File: src/rtl/ext_unit_pipe.sv
// rtl/ext_unit_pipe.sv - pipelined immediate-extension unit with a 2-entry skid buffer
// Extension is resolved at acceptance so the stored entry is already the final operand.
module ext_unit_pipe #(
  parameter int IN_W  = 16,
  parameter int OUT_W = 32,
  parameter int TAG_W = 5
) (
  input  logic             clk,
  input  logic             rst_n,
  input  logic             flush,
  input  logic             in_valid,
  output logic             in_ready,
  input  logic [IN_W-1:0]  in_data,
  input  logic [1:0]       in_op,
  input  logic [TAG_W-1:0] in_tag,
  output logic             out_valid,
  input  logic             out_ready,
  output logic [OUT_W-1:0] out_data,
  output logic [TAG_W-1:0] out_tag
);

  logic [OUT_W-1:0] sext_data;
  logic [OUT_W-1:0] ext_data;

  logic             main_valid;
  logic [OUT_W-1:0] main_data;
  logic [TAG_W-1:0] main_tag;
  logic             skid_valid;
  logic [OUT_W-1:0] skid_data;
  logic [TAG_W-1:0] skid_tag;

  logic accept;
  logic main_free;

  assign sext_data = {{(OUT_W-IN_W){in_data[IN_W-1]}}, in_data};

  always_comb begin
    ext_data = sext_data;
    case (in_op)
      2'b00:   ext_data = {{(OUT_W-IN_W){1'b0}}, in_data};
      2'b01:   ext_data = sext_data;
      2'b10:   ext_data = {in_data, {(OUT_W-IN_W){1'b0}}};
      default: ext_data = sext_data << 2;
    endcase
  end

  assign accept    = in_valid & in_ready;
  assign main_free = ~main_valid | out_ready;

  always_ff @(posedge clk or negedge rst_n) begin
    if (!rst_n) begin
      main_valid <= 1'b0;
      main_data  <= '0;
      main_tag   <= '0;
      skid_valid <= 1'b0;
      skid_data  <= '0;
      skid_tag   <= '0;
    end else if (flush) begin
      // Data registers keep their last value; only occupancy is dropped.
      main_valid <= 1'b0;
      skid_valid <= 1'b0;
    end else if (main_free) begin
      if (skid_valid) begin
        main_valid <= 1'b1;
        main_data  <= skid_data;
        main_tag   <= skid_tag;
        skid_valid <= 1'b0;
      end else if (accept) begin
        main_valid <= 1'b1;
        main_data  <= ext_data;
        main_tag   <= in_tag;
      end else begin
        main_valid <= 1'b0;
      end
    end else if (accept) begin
      // in_ready was high, so the skid is empty and can take the stalled-side entry.
      skid_valid <= 1'b1;
      skid_data  <= ext_data;
      skid_tag   <= in_tag;
    end
  end

  assign in_ready  = ~skid_valid;
  assign out_valid = main_valid;
  assign out_data  = main_data;
  assign out_tag   = main_tag;

endmodule
File: config.mk
export PLATFORM = sky130hd
export DESIGN_NAME = ext_unit_pipe
export DESIGN_NICKNAME = d
export VERILOG_FILES = /design/src/rtl/ext_unit_pipe.sv
export SDC_FILE = /design/constraint.sdc
export NUM_CORES = 1
export LEC_CHECK = 0
export BUFFER_PORTS_ARGS = -buffer_cell sky130_fd_sc_hd__buf_4
export CELL_PAD_IN_SITES_DETAIL_PLACEMENT = 1
export CELL_PAD_IN_SITES_GLOBAL_PLACEMENT = 1
export CORE_MARGIN = 2
export CORE_UTILIZATION = 44
export CTS_CLUSTER_DIAMETER = 120
export DETAILED_ROUTE_END_ITERATION = 6
export PLACE_DENSITY = 0.87
export SLEW_MARGIN = 30
export SYNTH_ARGS = -nofsm -noshare
export SYNTH_HDL_FRONTEND = slang
export SYNTH_SLANG_ARGS = --single-unit
export TNS_END_PERCENT = 1
File: constraint.sdc
create_clock -name clk -period 1.95 [get_ports clk]
set_input_delay 0.0975 -clock clk [delete_from_list [all_inputs] [get_ports clk]]
set_output_delay 0.0975 -clock clk [all_outputs]
set_load 0.01 [all_outputs]
==> results.sh, run 1 <==
export IMPL_hold_viol=0
export IMPL_synth_nets=376
export IMPL_die_w_um=97.1
export IMPL_r2r_start="out_valid$_DFFE_PN0N_"
export IMPL_die_h_um=97.1
export IMPL_critical_path_class="in2reg"
export IMPL_fin_crit_ns=1.69
export IMPL_timing_critical_path_from="flush"
export IMPL_coreArea_mm2=0.00830
export IMPL_synth_seq_area_share=0.499
export IMPL_cts_sinks=76
export IMPL_ys_seq_elements=76
export IMPL_cp_start_kind="input port"
export IMPL_critical_path_arrival_ns=1.90
export IMPL_place_congestion=0.766
export IMPL_num_io_pins=67
export IMPL_setup_viol_count_final=0
export IMPL_final_util=0.560
export IMPL_p_leak_nw=2.22
export IMPL_area_growth_pct=21.9
export IMPL_vias=3118
export IMPL_fin_nets=438
export IMPL_synth_most_common_cell="dfrtp_1"
export IMPL_dp_cells=496
export IMPL_yosysTopAreaCellShare=0.499
export IMPL_worstPathRequired_ns=2.16
export IMPL_synthTopCellsByArea="dfrtp_1 50%, mux2i_1 6.0%, o21ai_0 5.5%, o31ai_1 5.1%, mux2_2 4.1%"
export IMPL_synth_flop_cell="dfrtp_1"
export IMPL_antenna_left=0
export IMPL_cts_buffers=9
export IMPL_fillers=905
export IMPL_cp_end_kind="flop"
export IMPL_syn_area_mm2=0.00381
export IMPL_drive_above_1_share=0.289
export IMPL_antennaDiodeCount=0
export IMPL_powerDensity_mw_per_mm2=951
export IMPL_cp_endpoint="out_data[2]$_DFFE_PN0P_"
export IMPL_ff_latch_area_mm2=0.00190
export IMPL_fin_cells=520
export IMPL_final_period_utilization=0.869
export IMPL_syn_inst=348
export IMPL_first_pass_iters=4
export IMPL_drv_slew=0
export IMPL_grtUsageTotal=0.245
export IMPL_synth_area_leader_cell="dfrtp_1"
export IMPL_rr_worst_depth=4
export IMPL_dp_hpwl_um=7080
export IMPL_ys_async_sr_fraction=1.00
export IMPL_htree_levels=3
export IMPL_rsz0062_at_grt="no"
export IMPL_drc_errors=0
export IMPL_drtIter0Drc=230
export IMPL_drt_wirelength_per_cell_um=21.4
export IMPL_fin_tns_setup_ns=0
export IMPL_vdd_drop_max_mv=0.415
export IMPL_grt_pass1_vias=3427
export IMPL_cts_setup_buffers=0
export IMPL_hp_class="in2reg"
export IMPL_synth_avg_cell_area_um2=11.0
export IMPL_critPathMaxFanout=32
export IMPL_clockBufferDepth=2
export IMPL_multiInputGateArea_mm2=0.00164
export IMPL_cts_tree="built"
export IMPL_hold_worst_slack_ns=0.0659
export IMPL_grt_overflow=0
export IMPL_antenna_found_initial=0
export IMPL_synthDistinctLibCells=32
export IMPL_wirelength_um=11100
export IMPL_via_per_inst=6.00
export IMPL_skew_ns=0.00648
export IMPL_insertion_delay_ns=0.35
export IMPL_root_buffer="clkbuf_8"
export IMPL_cts_resized=0
export IMPL_synth_edff_count=0
export IMPL_synthTopCellsByCount="76 x dfrtp_1, 42 x o21ai_0, 30 x nor2_1"
export IMPL_p_total_mw=4.42
export IMPL_grt_max_degree=45
export IMPL_worst_slew_pin_slew_ns=1.01
export IMPL_status="complete, no violations"
export IMPL_relSlewSlack=0.325
export IMPL_timing_fmax_mhz=590
export IMPL_ys_warn_count=0
export IMPL_die_area_mm2=0.00943
export IMPL_maxCapViolCount=0
export IMPL_rows=33
export IMPL_start_util=0.460
export IMPL_path_clk_slew_ns=0.07
export IMPL_r2r_slack_ns=0.31
export IMPL_grt_first_pass_wirelength_um=18300
export IMPL_r2r_end="out_data[2]$_DFFE_PN0P_"
export IMPL_port_buffers=66
==> worst min-delay path by stage <==
stage	start	end	slack, ns	cells after the start
after detailed placement	rst_n	skid_tag[3]$_DFFE_PN0P_	0.08	1
after CTS	in_valid	out_valid$_DFFE_PN0N_	0.04	3
after global routing	in_valid	out_valid$_DFFE_PN0N_	0.07	3
final	in_valid	out_valid$_DFFE_PN0N_	0.07	3
after floorplan	rst_n	out_data[0]$_DFFE_PN0P_	-0.20	0
after global placement	rst_n	skid_tag[2]$_DFFE_PN0P_	0.07	1
==> worst max-delay path, cell delays in order <==
cell	delay, ns
dlygate4sd3_1	0.53
buf_4	0.15
o21bai_2	0.19
or2_1	0.31
buf_12	0.21
o31ai_1	0.40
==> layout by cell type, fill, tap and decap left out, types with 2 or more instances in the layout <==
cell / instances
clkinv_2: 3
and2_1: 2
o31ai_2: 3
dlygate4sd3_1: 8
mux2_1: 2
o21ai_1: 3
inv_1: 15
buf_12: 4
mux2i_1: 23
mux2_4: 7
a21oi_1: 15
o21ai_0: 42
bufinv_16: 2
o31ai_1: 26
a211oi_1: 15
and2b_1: 3
a221oi_1: 14
nor2_1: 30
mux2_2: 14
a22o_1: 14
dfrtp_1: 76
buf_4: 72
clkbuf_8: 10
==> flip-flops by register name, summed over array words and instances (netlist names) <==
| name | count |
|---|---|
| out_tag | 5 |
| skid_valid | 1 |
| skid_data | 32 |
| skid_tag | 5 |
| out_data | 32 |
| out_valid | 1 |
==> cell families (layout without fill, tap and decap cells) <==
group | Yosys count | in the layout | share of synthesized area
mux | 46 | 46 | 0.135
simple gates | 42 | 42 | 0.0551
buf+inv | 50 | 117 | 0.0738
compound gates | 134 | 134 | 0.237
flops | 76 | 76 | 0.499
==> area by class of cell <==
| cell class | instances | area share |
|---|---|---|
| flip-flops and latches | 76 | 0.409 |
| multi-input cells | 222 | 0.352 |
| repair buffers | 84 | 0.151 |
| clock buffers | 11 | 0.0304 |
| well taps | 105 | 0.0283 |
| clock inverters | 5 | 0.0161 |
| inverters | 17 | 0.0137 |
==> power breakdown <==
part           internal (mW)  total [mW]  switching (mW)
combinational          0.494       0.987           0.493
sequential              1.90        2.10           0.194
clock                  0.750        1.34           0.589
total                   3.15        4.42            1.28
==> metal layers <==
metal	up-vias	wire, µm	track usage
met5	-	0	0
met4	0	91	0.0693
met3	9	611	0.0540
met2	97	5820	0.420
met1	1608	4600	0.312
li1	1404	-	-
==> per-stage QoR <==
| step | worst slack [ns] | area, µm² |
|---|---|---|
| final | 0.256 | 4650 |
| after detailed placement | 0.320 | 4350 |
| after floorplan | 0.531 | 3810 |
| after global routing | 0.188 | 4650 |
| after CTS | 0.287 | 4650 |
| after global placement | 0.416 | 4350 |
==> timing repair <==
item	CTS	global route
endpoints found under the setup margin	0	0
hold endpoints to repair	39	0
hold buffers	8	0
Note: power is estimated with default switching activity, not from simulation.
==> run 2: changes to the inputs <==
CELL_PAD_IN_SITES_DETAIL_PLACEMENT = not set   (was 1)
CELL_PAD_IN_SITES_GLOBAL_PLACEMENT = not set   (was 1)
CORE_UTILIZATION = 45   (was 44)
PLACE_DENSITY = 0.73   (was 0.87)
==> run 2 against run 1 <==
Net effect:
- critical path depth decreased by 3
- final cell count unchanged
- largest power group unchanged
- critical path type is now reg2out
- non-clock buffer count unchanged
==> results.sh, run 2 (same netlist as run 1, synthesis figures left out) <==
export IMPL_critical_path_arrival_ns=1.66
export IMPL_grt_max_degree=49
export IMPL_fin_cells=520
export IMPL_final_period_utilization=0.904
export IMPL_final_cell_mix="76 x dfrtp_1, 72 x buf_4, 42 x o21ai_0"
export IMPL_antenna_found_initial=0
export IMPL_area_growth_pct=22.3
export IMPL_rr_worst_depth=4
export IMPL_status="complete, no violations"
export IMPL_fillers=704
export IMPL_coreArea_mm2=0.00822
export IMPL_start_util=0.464
export IMPL_critPathMaxFanout=22
export IMPL_antenna_left=0
export IMPL_die_w_um=96.1
export IMPL_hp_class="in2reg"
export IMPL_drt_wirelength_per_cell_um=19.0
export IMPL_critical_path_class="reg2out"
export IMPL_die_area_mm2=0.00923
export IMPL_grt_pass1_vias=3002
export IMPL_drive_above_1_share=0.292
export IMPL_wirelength_um=9850
export IMPL_rsz0062_at_grt="no"
export IMPL_grt_overflow=0
export IMPL_port_buffers=66
export IMPL_hold_path_cell_count=3
export IMPL_cts_buffers=9
export IMPL_grtUsageTotal=0.224
export IMPL_hold_worst_slack_ns=0.0215
export IMPL_root_buffer="clkbuf_8"
export IMPL_drtIter0Drc=249
export IMPL_setup_viol_count_final=0
export IMPL_final_area_mm2=0.00467
export IMPL_dp_hpwl_um=6440
export IMPL_drv_slew=0
export IMPL_fin_nets=438
export IMPL_insertion_delay_ns=0.35
export IMPL_first_pass_iters=5
export IMPL_dpl_cell_area_mm2=0.00435
export IMPL_vdd_drop_max_mv=0.458
export IMPL_via_per_inst=5.91
export IMPL_dp_cells=496
export IMPL_layout_commonest_cell="dfrtp_1"
export IMPL_cts_sinks=76
export IMPL_worst_slew_pin_slew_ns=0.983
export IMPL_place_congestion=0.794
export IMPL_drc_errors=0
export IMPL_worstPathRequired_ns=1.85
export IMPL_cts_setup_buffers=0
export IMPL_clockBufferDepth=2
export IMPL_rows=33
export IMPL_htree_levels=3
export IMPL_timing_fmax_mhz=567
export IMPL_vias=3073
export IMPL_antennaDiodeCount=0
export IMPL_skew_ns=0.00806
export IMPL_final_util=0.568
export IMPL_num_io_pins=67
export IMPL_maxCapViolCount=0
export IMPL_fin_crit_ns=1.76
export IMPL_path_clk_slew_ns=0.08
export IMPL_p_leak_nw=2.23
export IMPL_die_h_um=96.1
export IMPL_grt_first_pass_wirelength_um=15600
export IMPL_powerDensity_mw_per_mm2=954
export IMPL_relSlewSlack=0.345
export IMPL_cp_end_kind="output port"
export IMPL_cp_start_kind="flop"
export IMPL_fin_tns_setup_ns=0
export IMPL_hold_viol=0
export IMPL_r2r_slack_ns=0.36
export IMPL_cts_tree="built"
[run 2: power by group]
part	switching [mW]	total (mW)	internal (mW)
sequential	0.184	2.09	1.90
clock	0.611	1.41	0.796
combinational	0.465	0.960	0.495
total	1.26	4.45	3.19
[run 2: stage by stage]
stage,setup slack (ns),total power [mW]
after global routing,0.0888,4.66
after floorplan,0.531,2.61
after detailed placement,0.361,3.06
after global placement,0.403,3.01
final,0.188,4.45
after CTS,0.180,4.46
[run 2: worst max-delay path: stages, from the launching register on]
cell	delay, ns
dfrtp_1	0.42
clkinv_1	0.41
buf_12	0.33
buf_4	0.15
[run 2: path summary, 6_finish.rpt]
path,startpoint,to
min,in_valid,out_valid$_DFFE_PN0N_
max reg2reg,out_valid$_DFFE_PN0N_,out_data[27]$_DFFE_PN0P_
min reg2reg,skid_data[14]$_DFFE_PN0P_,skid_data[14]$_DFFE_PN0P_
max in group asynchronous,rst_n,skid_data[29]$_DFFE_PN0P_
min in group asynchronous,rst_n,skid_tag[0]$_DFFE_PN0P_
max,skid_valid$_DFFE_PN0P_,in_ready
[run 2: layout make-up]
type,instances,area (µm²),share of cell area
Sequential cell,76,1900,0.408
Multi-Input combinational cell,222,1640,0.350
Timing Repair Buffer,84,701,0.150
Clock buffer,11,151,0.0324
Tap cell,105,131,0.0282
Inverter,17,63.8,0.0137
Clock inverter,5,82.6,0.0177
[run 2: what timing repair did]
item,4_1_cts,5_1_grt
endpoints found under the hold margin,54,0
gates resized for setup,0,0
hold buffers,8,0
[run 2: metal layers]
metal  GRT usage  vias up  part of all wire
li1            -     1401                 -
met1       0.317     1536              0.43
met2       0.347      124              0.49
met3      0.0345       12             0.060
met4      0.0905        0             0.016
met5           0        -                 0
